## config.mk

```make
export PLATFORM = sky130hd
export DESIGN_NAME = instr_fetch_unit
export DESIGN_NICKNAME = d
export VERILOG_FILES = /design/src/rtl/instr_fetch_unit.sv
export SDC_FILE = /design/constraint.sdc
export NUM_CORES = 1
export LEC_CHECK = 0
export ABC_AREA = 0
export CORE_MARGIN = 10
export CORE_UTILIZATION = 40
export CTS_BUF_LIST = sky130_fd_sc_hd__clkbuf_4
export CTS_CLUSTER_SIZE = 40
export DETAILED_ROUTE_END_ITERATION = 12
export DONT_BUFFER_PORTS = 1
export HOLD_SLACK_MARGIN = 0.15
export PLACE_DENSITY = 0.54
export REMOVE_ABC_BUFFERS = 1
export SYNTH_ARGS = -nofsm -noshare
export SYNTH_HDL_FRONTEND = slang
export SYNTH_SLANG_ARGS = --single-unit
```

## constraint.sdc

```tcl
create_clock -name CLK -period 5 [get_ports CLK]
set_clock_uncertainty 0.1 [all_clocks]
set_input_delay 1 -clock CLK [delete_from_list [all_inputs] [get_ports CLK]]
set_output_delay 1 -clock CLK [all_outputs]
set_load 0.01 [all_outputs]
```

## src/rtl/instr_fetch_unit.sv

```systemverilog
// Instruction fetch front end: one outstanding memory request at a time, responses buffered in a small FIFO.
// Response-to-InstrValid latency is one edge. New requests stall while every buffer slot is full or reserved.
module instr_fetch_unit #(
    parameter logic [31:0] RESET_PC = 32'h0000_0000,
    parameter int          DEPTH    = 2
) (
    input  logic        CLK,
    input  logic        Reset,
    output logic        MemReqValid,
    input  logic        MemReqReady,
    output logic [31:0] MemAddr,
    input  logic        MemRespValid,
    input  logic [31:0] MemRespData,
    input  logic        Redirect,
    input  logic [31:0] RedirectPC,
    output logic [31:0] Instruction,
    output logic [31:0] InstrPC,
    output logic        InstrValid,
    input  logic        InstrReady
);

    localparam int AW = (DEPTH > 2) ? $clog2(DEPTH) : 1;
    localparam int CW = AW + 1;

    typedef enum logic [1:0] {
        ST_REQ   = 2'd0,
        ST_WAIT  = 2'd1,
        ST_DRAIN = 2'd2
    } state_t;

    state_t          r_state;
    state_t          w_state_nxt;
    logic [31:0]     r_fetch_pc;
    logic [31:0]     w_fetch_pc_nxt;
    logic [31:0]     w_redirect_pc;

    logic [31:0]     r_fifo_instr [DEPTH];
    logic [31:0]     r_fifo_pc    [DEPTH];
    logic [AW-1:0]   r_wr_ptr;
    logic [AW-1:0]   r_rd_ptr;
    logic [CW-1:0]   r_count;

    logic            w_not_full;
    logic            w_req_fire;
    logic            w_push;
    logic            w_pop;

    assign w_redirect_pc = RedirectPC & ~32'h3;
    assign w_not_full    = (r_count < CW'(DEPTH));

    // Count is checked at request time, so an accepted request always owns a free slot.
    assign MemReqValid = !Reset && (r_state == ST_REQ) && w_not_full;
    assign MemAddr     = r_fetch_pc;
    assign w_req_fire  = MemReqValid && MemReqReady;

    assign InstrValid  = (r_count != '0);
    assign Instruction = InstrValid ? r_fifo_instr[r_rd_ptr] : 32'h0;
    assign InstrPC     = InstrValid ? r_fifo_pc[r_rd_ptr]    : 32'h0;
    assign w_pop       = InstrValid && InstrReady;

    always_ff @(posedge CLK or posedge Reset) begin
        if (Reset) begin
            r_state    <= ST_REQ;
            r_fetch_pc <= RESET_PC;
        end else begin
            r_state    <= w_state_nxt;
            r_fetch_pc <= w_fetch_pc_nxt;
        end
    end

    always_comb begin
        w_state_nxt    = r_state;
        w_fetch_pc_nxt = r_fetch_pc;
        w_push         = 1'b0;
        case (r_state)
            ST_REQ: begin
                if (w_req_fire) begin
                    w_fetch_pc_nxt = r_fetch_pc + 32'd4;
                    w_state_nxt    = ST_WAIT;
                end
            end
            ST_WAIT: begin
                if (MemRespValid) begin
                    w_push      = 1'b1;
                    w_state_nxt = ST_REQ;
                end
            end
            ST_DRAIN: begin
                if (MemRespValid) begin
                    w_state_nxt = ST_REQ;
                end
            end
            default: w_state_nxt = ST_REQ;
        endcase

        // A redirect drops buffered and arriving words; a request still owed a response must be drained.
        // A DRAIN whose response lands this cycle has nothing left to drain, so it returns to REQ.
        if (Redirect) begin
            w_push         = 1'b0;
            w_fetch_pc_nxt = w_redirect_pc;
            if (((r_state == ST_WAIT) && !MemRespValid) || w_req_fire) begin
                w_state_nxt = ST_DRAIN;
            end else if ((r_state == ST_DRAIN) && !MemRespValid) begin
                w_state_nxt = ST_DRAIN;
            end else begin
                w_state_nxt = ST_REQ;
            end
        end
    end

    always_ff @(posedge CLK or posedge Reset) begin
        if (Reset) begin
            r_wr_ptr <= '0;
            r_rd_ptr <= '0;
            r_count  <= '0;
            for (int i = 0; i < DEPTH; i++) begin
                r_fifo_instr[i] <= 32'h0;
                r_fifo_pc[i]    <= 32'h0;
            end
        end else if (Redirect) begin
            r_wr_ptr <= '0;
            r_rd_ptr <= '0;
            r_count  <= '0;
        end else begin
            if (w_push) begin
                r_fifo_instr[r_wr_ptr] <= MemRespData;
                r_fifo_pc[r_wr_ptr]    <= r_fetch_pc - 32'd4;
                r_wr_ptr               <= r_wr_ptr + 1'b1;
            end
            if (w_pop) begin
                r_rd_ptr <= r_rd_ptr + 1'b1;
            end
            case ({w_push, w_pop})
                2'b10:   r_count <= r_count + 1'b1;
                2'b01:   r_count <= r_count - 1'b1;
                default: r_count <= r_count;
            endcase
        end
    end

endmodule
```

# --- After elaboration in Yosys (flattened, before gate mapping) ---
# Index checks and enable logic that the tools add are counted.
classes:
  addsub: 6
  magnitude_cmp: 4
  eq_ne: 6
  muxes: 30
  bitwise: 3
  reduce_logical: 21
op_table:
  columns: ["op", "count"]
  rows:
  - ["$mux 32", 12]
  - ["$bwmux 64", 2]
  - ["$add 32x3->32 const B", 1]
  - ["$demux 32 s1", 1]
  - ["$sub 32x3->32 const B", 1]
  - ["$mux 2", 6]
  - ["$reduce_bool 2->1", 5]
  - ["$pmux 2 s2", 2]
  - ["$logic_and 1x1->1", 7]
  - ["$mux 1", 7]
  - ["$reduce_and 2->1", 3]
  - ["$eq 2x1->1 const B", 2]
  - ["$eq 2x2->1 const B", 2]
  - ["$ge 2x2->1 const B", 2]
  - ["$not 1->2", 2]
  - ["$ne 3x1->1 const B", 1]
  - ["$ne 3x3->1 const B", 1]
  - ["$reduce_bool 3->1", 1]
  - ["$add 1x1->1 const B", 2]
  - ["$add 2x1->2 const B", 1]
  - ["$logic_not 1->1", 2]
  - ["$logic_not 2->1", 1]
  - ["$lt 2x1->1 const B", 1]
  - ["$lt 2x2->1 const B", 1]
  - ["other kinds (4)", 4]
word_totals:
  ff_bits: 166
  wordCells: 79

# --- Longest topological paths before layout ---
# Gate-level depths: netlist of the first run.
logic_depth:
  word_depth: 7
  ltp_mapped: 9
  depth_no_buf: 7

# --- Worst setup path before layout of the first run ---
# OpenSTA, ideal clock, no wires.
synth_path:
  kind: "register to register"
  startpoint: "reg r_fetch_pc[8], in the netlist MemAddr[8]"
  endpoint: "reg r_fifo_pc[45] (netlist bit)"
  setup_ps: 127
  arrival_time_ps: 2459
  t_required_ps: 4773
  setup_slack_ps: 2314
  path_stages_with_launch: 9
  path_buffers: 3
  path_cell_list: "dfrtp_1 > buf_6 > or4_4 > buf_6 > or4b_4 > buf_6 > or3_1 > xor2_1 > o21ai_2"
synth_via:
  elab_chain_len: 2
synth_lines:
  columns: ["item", "line_no", "text"]
  rows:
  - ["from (decl)", "33", "logic [31:0] r_fetch_pc;"]
  - ["from (signal assigned)", "67", "r_fetch_pc <= w_fetch_pc_nxt;"]
  - ["$sub 32x3->32", "127", "r_fifo_pc[r_wr_ptr] <= r_fetch_pc - 32'd4;"]
  - ["$bwmux 64", "127", null]
  - ["to (signal, indexed assignment)", "127", null]
  - ["to (decl)", "38", "logic [31:0] r_fifo_pc [DEPTH];"]
# Every way passes these cells.
# A chain may end at the register's enable or synchronous reset.

# --- Final worst setup path of the first run ---
layout_path:
  startpoint: "reg r_rd_ptr"
  endpoint: "out InstrPC[13]"
layout_via:
  elab_chain_len: 5
layout_lines:
  columns: ["item", "line_no", "text"]
  rows:
  - ["from (decl)", "40", "logic [AW-1:0] r_rd_ptr;"]
  - ["from (signal assigned)", "131", "r_rd_ptr <= r_rd_ptr + 1'b1;"]
  - ["$not 1->2 (not written as such)", "58", "assign InstrPC = InstrValid ? r_fifo_pc[r_rd_ptr] : 32'h0;"]
  - ["$mux 32 (not written as such) (3 in series)", "58", null]
  - ["$mux 32", "58", null]
  - ["to (decl)", "17", "output logic [31:0] InstrPC,"]
# Every way passes these cells. The select of a mux whose other input is x is not followed.

==> out/results.ini, run 1 <==
[sta]
slew_violations = 0
period_share_pct = 70.69
slew_headroom_pct = 34.33
rsz0062_at_grt = false
max_freq_ghz = 0.2829
finalSetupViolations = 0
fin_crit_ps = 3535
worst_slew_pin_slew_ps = 985.1
finalHoldViolCount = 0

[logic_synthesis]
yosys-mux-area-fraction_pct = 12.24
synth-xor-area-share_pct = 6.419
yosys-top-cells-count = nand2_1, dfrtp_1, nor2_1
synth.avg_cell_area_um2 = 9.219
synthDistinctLibCells = 43
yosys.area_share.simple_pct = 21.29
synth_flop_cell = dfrtp_1
synth_top_family_by_area = simple AND/OR/NAND/NOR gates
synth_compound_area_share_pct = 6.022
synth_cells = 888
yosysTopAreaCellShare_pct = 48.91
synthAdderAreaFrac_pct = 0.7642
yosysMostFrequentCell = nand2_1
ys_ff_latch = 160
syn_area_um2 = 8187
seq_area_frac_synth_pct = 48.91
yosys_warnings = 0
ys_async_sr_fraction_pct = 100.0
synth_edf_count = 0
synthTopCellsByArea = dfrtp_1, nand2_1, mux2i_1, o21ai_0, mux2_2
synth.largest_area_cell = dfrtp_1

[power_and_ir_drop]
power_frac_seq_pct = 55.3
netSwitchingPower_mw = 0.9930
leakagePower_nw = 3.586
pwr-share-comb_pct = 16.9
clockPowerShare_pct = 27.8
peakVddDrop_mv = 0.1289
p_per_area_nw_per_um2 = 371.8
p_sw_share_pct = 30.92
internal-power_mw = 2.219

[clock_network]
cts_root_buf = clkbuf_4
htree_levels = 4
clkLatencyLatePin_ps = 540
path_clk_slew_ps = 140
cts_tree = built
post-cts-setup-buffers = 0
cts_hold_buf = 0
cts.repair.resized = 0
clock-sinks = 160
cts.path.max_buffers = 2
cts_buffers = 17

[worst_setup_path]
r2r_cells = 7
cp.arrival_ps = 2430
critPathLaunch = r_rd_ptr$_DFFE_PP0P_
path_class = flop to output pin
r2r_start = MemAddr[2]$_DFFE_PP0P_
required_ps = 3900
start_kind = flop
worstSetupEndpointType = output pin
worstPathMaxFanout = 52

[global_routing]
grt_pass1_vias = 5761
grt_pass1_wl_um = 33530
grt.overflow.total = 0
antenna_found_initial = 2
grt_max_degree = 97
grt_usage_pct = 16.03

[drt]
ant_nets = 0
viasPerCell = 5.160
wire_per_inst_um = 18.94
first_pass_iters = 5
first_iter_violations = 328
drc = 0
via_count = 5815
routed_wl_um = 21350

[job]
max_cap_viol_count = 0

[place]
dpl.hpwl_um = 14490
port_buffers = 0
post_dp_cell_area_um2 = 8305
gp_congestion = 0.7738

[die]
initial_utilization_pct = 40.59
ios = 168
dieArea_um2 = 26590
dieHeight_um = 163.1
die_width_um = 163.1
core_area_um2 = 20170
fp-row-count = 52

[run_status]
status = finished, final reports clean

[worst_hold_path]
worstHoldPathType = input port to async pin

[final_layout]
fin_util_pct = 42.83
drive_above_1_share_pct = 10.06
syn_to_final_growth_pct = 5.517
nets = 917
fin_area_um2 = 8638

[cells in the final DEF, fill, tap and decap left out, types with 14 or more instances in the layout]
master	n
nand3_1	14
nor2_1	87
nor3_1	18
o21ai_0	86
mux2i_1	63
mux2_2	33
xor2_1	20
nand2_1	206
clkbuf_4	19
dfrtp_1	159
xnor2_1	40
[per-layer routing]
| metal | share of wire [%] | GRT usage (%) | wire (um) |
|---|---|---|---|
| met5 | 0 | 0 | 0 |
| met2 | 46 | 25.21 | 9911 |
| met3 | 8.0 | 5.537 | 1710 |
| met4 | 0.92 | 4.057 | 196 |
| met1 | 45 | 20.69 | 9526 |
[power by group through the flow]
stage	clock [mW]	sequential [mW]	combinational [mW]
after floorplan	0	1.75	0.450
after global placement	0	1.80	0.533
after detailed placement	0	1.81	0.549
after CTS	0.927	1.78	0.553
after global routing	0.978	1.82	0.640
final	0.893	1.78	0.542
[sequential cells by signal, summed over array words and instances, names as in the netlist]
signal,count
MemAddr,30
r_fifo_pc,60
r_state,2
r_count,2
r_wr_ptr,1
r_fifo_instr,64
r_rd_ptr,1
[final cells by class]
| cell class | instances | area [um2] |
|---|---|---|
| Fill cell | 2036 | 11530 |
| Timing Repair Buffer | 8 | 60.06 |
| Sequential cell | 160 | 4008 |
| Antenna cell | 2 | 5.005 |
| Clock buffer | 19 | 142.6 |
| Tap cell | 270 | 337.8 |
| Multi-Input combinational cell | 648 | 3869 |
| Clock inverter | 13 | 185.2 |
| Inverter | 7 | 31.28 |
[metrics by stage]
| stage | setup WS [ps] | hold slack, ps | TNS, ps | cells | total power [mW] |
|---|---|---|---|---|---|
| detailed placement | 1879 | 361.7 | 0 | 1093 | 2.356 |
| finish | 1465 | 353.8 | 0 | 1127 | 3.212 |
| global placement | 1888 | 357.2 | 0 | 1093 | 2.334 |
| floorplan | -419.9 | 345.0 | -67190 | 815 | 2.196 |
| CTS | 1361 | 341.8 | 0 | 1125 | 3.259 |
| global route | 1271 | 342.1 | 0 | 1126 | 3.437 |
[kinds of logic (layout without fill, tap and decap cells)]
kind of cell | count (synthesis) | in the layout
compound gates | 96 | 96
flops | 160 | 160
simple gates | 387 | 387
other cells | 1 | 6
mux | 96 | 96
fa+ha+maj | 5 | 5
xor+xnor | 60 | 60
buf+inv | 83 | 47
[worst paths after layout]
kind                                              to  slack (ps)
min in group CLK           r_fifo_pc[39]$_DFFE_PP0P_         390
max reg2reg                r_fifo_pc[20]$_DFFE_PP0P_        1870
max in group asynchronous  r_fifo_pc[62]$_DFFE_PP0P_        3420
min reg2reg                r_fifo_pc[39]$_DFFE_PP0P_         390
min                           r_state[1]$_DFFE_PP0P_         350
max                                      InstrPC[13]        1470
[critical path, stage by stage (launching register included)]
cell,delay [ps]
dfrtp_4,1090
buf_4,410
mux2i_1,260
nor2_1,110
(Power assumes the default switching activity.)
==> run 2, diff against run 1 <==
--- a/config.mk
+++ b/config.mk
@@ -13,7 +13,7 @@
 export DETAILED_ROUTE_END_ITERATION = 12
 export DONT_BUFFER_PORTS = 1
 export HOLD_SLACK_MARGIN = 0.15
-export PLACE_DENSITY = 0.54
+export PLACE_DENSITY = 0.52
 export REMOVE_ABC_BUFFERS = 1
 export SYNTH_ARGS = -nofsm -noshare
 export SYNTH_HDL_FRONTEND = slang
==> constraint.sdc (replaced) <==
create_clock -name CLK -period 3.62 [get_ports CLK]
set_clock_uncertainty 0.1 [all_clocks]
set_input_delay 0.724 -clock CLK [delete_from_list [all_inputs] [get_ports CLK]]
set_output_delay 0.724 -clock CLK [all_outputs]
set_load 0.01 [all_outputs]
==> out/results.ini, run 2 (synthesis gave the netlist of run 1 again) <==
[final_layout]
diodes = 0
largest_reg_flops = 64
top_register = r_fifo_instr
final_cell_mix = nand2_1, dfrtp_1, nor2_1
nets = 963
final_common_cell = nand2_1
syn_to_final_growth_pct = 10.79
fin_area_um2 = 9070
fillCellCount = 1982
drive_above_1_share_pct = 9.889
fin_cells = 1170

[worst_setup_path]
worstSetupEndpointType = output pin
r2r_cells = 5
cp.arrival_ps = 2260
path_class = flop to output pin
start_kind = flop
required_ps = 2800
worstPathMaxFanout = 37

[clock_network]
clkLatencyLatePin_ps = 540
cts.path.max_buffers = 2
cts_root_buf = clkbuf_4
path_clk_slew_ps = 120
cts_tree = built
htree_levels = 4
clock-sinks = 160
cts.repair.resized = 0
cts_buffers = 17

[place]
post_dp_cell_area_um2 = 8342
dpl.cell_count = 1094
port_buffers = 0
dpl.hpwl_um = 14850
dp_worst_setup_slack_ps = 811.7
gp_congestion = 0.8487

[die]
fp-row-count = 52
ios = 168
die_width_um = 163.1
dieArea_um2 = 26590
initial_utilization_pct = 40.59
core_area_um2 = 20170
dieHeight_um = 163.1

[drt]
first_iter_violations = 516
viasPerCell = 5.275
via_count = 6172
first_pass_iters = 5
ant_nets = 0
wire_per_inst_um = 19.21
drc = 0
routed_wl_um = 22470

[sta]
rsz0062_at_grt = false
setup_ws_ps = 531.2
finalSetupViolations = 0
max_freq_ghz = 0.3238
worst_slew_pin_slew_ps = 1101
fin_crit_ps = 3089
finalHoldViolCount = 0
slew_headroom_pct = 26.59
slew_violations = 0
period_share_pct = 85.33

[power_and_ir_drop]
p_per_area_nw_per_um2 = 476.8
leakagePower_nw = 3.766
peakVddDrop_mv = 0.2190
total_power_mw = 4.324

[global_routing]
gr-max-usage-layer = met2
grt_max_degree = 93
grt_usage_pct = 16.67
use_met1_pct = 20.31
antenna_found_initial = 0
grt_pass1_wl_um = 35090
grt_pass1_vias = 6313
grt.overflow.total = 0
met2_usage_pct = 26.98
use_met3_pct = 6.771

[job]
max_cap_viol_count = 0

[worst_hold_path]
min_path_cells = 2
worstHoldPathType = input port to flop

[run_status]
status = finished, final reports clean

==> run 2: cell count changes in the layout (fill, tap and decap cells not counted), moves of 3 or more <==
cell / delta
buf_12: +3
clkinvlp_4: +3
clkinv_2: +3
dlygate4sd3_1: +44
==> run 2: critical path: stages, from the launching register on <==
cell and delay [ps]:
dfrtp_4 910, buf_4 430, mux2i_1 130, nor2_1 240
==> run 2: power breakdown <==
part | switching [mW] | total (mW) | leakage, nW | internal (mW)
logic | 0.444 | 0.818 | 1.52 | 0.374
clock network | 0.629 | 1.05 | 0.138 | 0.423
registers | 0.296 | 2.45 | 2.11 | 2.16
total | 1.37 | 4.32 | 3.77 | 2.96
==> run 2: cell type report <==
| type | instances | area (um2) | area share, % |
|---|---|---|---|
| Clock buffer | 20 | 150.1 | 1.655 |
| Clock inverter | 11 | 117.6 | 1.297 |
| Inverter | 7 | 31.28 | 0.3449 |
| Multi-Input combinational cell | 648 | 3872 | 42.70 |
| Timing Repair Buffer | 54 | 553.0 | 6.097 |
| Tap cell | 270 | 337.8 | 3.725 |
| Sequential cell | 160 | 4008 | 44.19 |
==> run 2: per-layer routing <==
metal,up-vias,share of wire (%)
li1,2956,-
met1,3002,42
met2,190,48
met3,24,8.8
met4,0,0.98
met5,-,0
==> run 2: repair_timing <==
action | 4_1_cts | 5_1_grt
buffers inserted | 0 | 0
hold endpoints to repair | 150 | 0
hold buffers | 45 | 0
==> run 2: per-stage QoR <==
| step | hold slack [ps] | utilization (%) | TNS (ps) |
|---|---|---|---|
| global route | 151.6 | 44.97 | 0 |
| detailed placement | 361.7 | 41.36 | 0 |
| finish | 204.4 | 44.97 | 0 |
| global placement | 355.9 | 41.36 | 0 |
| CTS | 150.5 | 44.97 | 0 |
| floorplan | 345.0 | - | -243830 |
==> run 2: worst paths after layout <==
path / startpoint / end / slack, ps
worst max-delay path: r_rd_ptr$_DFFE_PP0P_ / Instruction[0] / 530
worst min-delay path: RedirectPC[25] / MemAddr[25]$_DFFE_PP0P_ / 200
worst max register to register: MemAddr[8]$_DFFE_PP0P_ / r_fifo_pc[13]$_DFFE_PP0P_ / 810
worst min register to register: r_fifo_instr[46]$_DFFE_PP0P_ / r_fifo_instr[46]$_DFFE_PP0P_ / 390
max in group asynchronous: Reset / r_fifo_instr[47]$_DFFE_PP0P_ / 1810
min in group asynchronous: Reset / r_fifo_pc[5]$_DFFE_PP0P_ / 730
==> run 3, diff against run 2 <==
--- a/config.mk
+++ b/config.mk
@@ -7,13 +7,13 @@
 export LEC_CHECK = 0
 export ABC_AREA = 0
 export CORE_MARGIN = 10
-export CORE_UTILIZATION = 40
+export CORE_UTILIZATION = 45
 export CTS_BUF_LIST = sky130_fd_sc_hd__clkbuf_4
 export CTS_CLUSTER_SIZE = 40
 export DETAILED_ROUTE_END_ITERATION = 12
 export DONT_BUFFER_PORTS = 1
 export HOLD_SLACK_MARGIN = 0.15
-export PLACE_DENSITY = 0.52
+export PLACE_DENSITY = 0.58
 export REMOVE_ABC_BUFFERS = 1
 export SYNTH_ARGS = -nofsm -noshare
 export SYNTH_HDL_FRONTEND = slang
==> out/results.ini, run 3 (synthesis gave the netlist of run 1 again) <==
[die]
ios = 168
core_area_um2 = 17900
initial_utilization_pct = 45.73
dieArea_um2 = 23990
dieHeight_um = 154.9
fp-row-count = 49
die_width_um = 154.9

[drt]
via_count = 6234
first_pass_iters = 4
first_iter_violations = 353
ant_nets = 0
viasPerCell = 5.488
wire_per_inst_um = 19.21
routed_wl_um = 21830
drc = 0

[sta]
period_share_pct = 84.34
hold_ws_ps = 201.5
slew_headroom_pct = 28.57
finalHoldViolCount = 0
max_freq_ghz = 0.3275
fin_crit_ps = 3053
finalSetupViolations = 0
rsz0062_at_grt = false
slew_violations = 0
worst_slew_pin_slew_ps = 1072

[final_layout]
diodes = 0
fillCellCount = 1676
seqCellArea_um2 = 4008
final_cell_mix = nand2_1, dfrtp_1, nor2_1
final_common_cell = nand2_1
fin_util_pct = 50.79
largest_reg_flops = 64
nets = 970
fin_cells = 1136
drive_above_1_share_pct = 9.592
top_register = r_fifo_instr
multi_input_area_um2 = 3869
syn_to_final_growth_pct = 11.07

[global_routing]
grt_max_degree = 93
grt_pass1_wl_um = 35230
grt_usage_pct = 18.03
grt_pass1_vias = 6401
antenna_found_initial = 0
grt.overflow.total = 0

[worst_setup_path]
worstPathMaxFanout = 10
path_class = flop to flop
start_kind = flop
crit_path_cell_trace = inv_1 > ha_1 > or4b_1 > nor4b_2 > nor4b_2 > xnor2_1 > o21ai_0
worstSetupEndpointType = flop
path_common_cell = nor4b_2
worst_path_largest_cell_delay_ps = 710
cp.arrival_ps = 3340
cp_slowest_cell = nor4b_2
required_ps = 3900

[power_and_ir_drop]
leakagePower_nw = 3.791
total_power_mw = 4.309
p_per_area_nw_per_um2 = 474.0
peakVddDrop_mv = 0.2299

[clock_network]
post-cts-setup-buffers = 0
clkLatencyLatePin_ps = 550
cts_root_buf = clkbuf_4
cts_hold_buf = 51
htree_levels = 4
path_clk_slew_ps = 130
cts_buffers = 17
clock-sinks = 160
cts.path.max_buffers = 2
cts_tree = built
cts.repair.resized = 0

[place]
dpl.cell_count = 1054
port_buffers = 0
gp_congestion = 0.8247
dpl.hpwl_um = 14510

[job]
max_cap_viol_count = 0

[run_status]
status = finished, final reports clean

[worst_hold_path]
worstHoldPathType = input port to flop

==> run 3: metrics by stage <==
stage          setup slack (ps)  setup TNS [ps]  cell area [um2]
5_1_grt                   354.0               0             9092
3_3_place_gp              647.1               0             8307
2_1_floorplan             -1524         -243830             7871
4_1_cts                   568.8               0             9092
6_report                  566.7               0             9092
3_5_place_dp              612.2               0             8307
==> run 3: report_power, final <==
| part | internal [mW] | switching [mW] | total [mW] |
|---|---|---|---|
| sequential | 2.16 | 0.290 | 2.45 |
| clock | 0.424 | 0.606 | 1.03 |
| combinational | 0.381 | 0.450 | 0.831 |
| total | 2.96 | 1.35 | 4.31 |
==> run 3: worst paths after layout <==
| path | start | to | depth (start not counted) | slack, ps |
|---|---|---|---|---|
| setup / recovery | MemAddr[2]$_DFFE_PP0P_ | r_fifo_pc[20]$_DFFE_PP0P_ | 7 | 570 |
| hold / removal | RedirectPC[24] | MemAddr[24]$_DFFE_PP0P_ | 2 | 200 |
| setup reg to reg | MemAddr[2]$_DFFE_PP0P_ | r_fifo_pc[20]$_DFFE_PP0P_ | 7 | 570 |
| hold reg to reg | r_fifo_instr[37]$_DFFE_PP0P_ | r_fifo_instr[37]$_DFFE_PP0P_ | 2 | 390 |
| max in group asynchronous | Reset | r_fifo_instr[58]$_DFFE_PP0P_ | 3 | 1930 |
| min in group asynchronous | Reset | r_state[1]$_DFFE_PP0P_ | 2 | 670 |
==> run 3: critical path: cells and delay by family, from the launching register on <==
| family | cells | cell delay (ps) |
|---|---|---|
| adder cells (fa/ha/maj) | 1 | 210 |
| AND/OR/NAND/NOR | 3 | 1660 |
| flip-flops | 1 | 550 |
| XOR/XNOR | 1 | 160 |
| AO/OA/AOI/OAI | 1 | 100 |
| buffers and inverters | 1 | 110 |
==> run 3: cell type report <==
class,count,share of cell area [%]
well taps,229,3.151
inverters,7,0.3440
clock inverters,11,1.266
flip-flops and latches,160,44.08
clock buffers,20,1.651
repair buffers,61,6.963
multi-input cells,648,42.55
==> run 3: routing by layer <==
metal / share of wire, % / track usage (%)
met5: 0 / 0
met4: 1.9 / 5.758
met3: 8.4 / 6.010
met2: 47 / 28.69
met1: 43 / 22.62
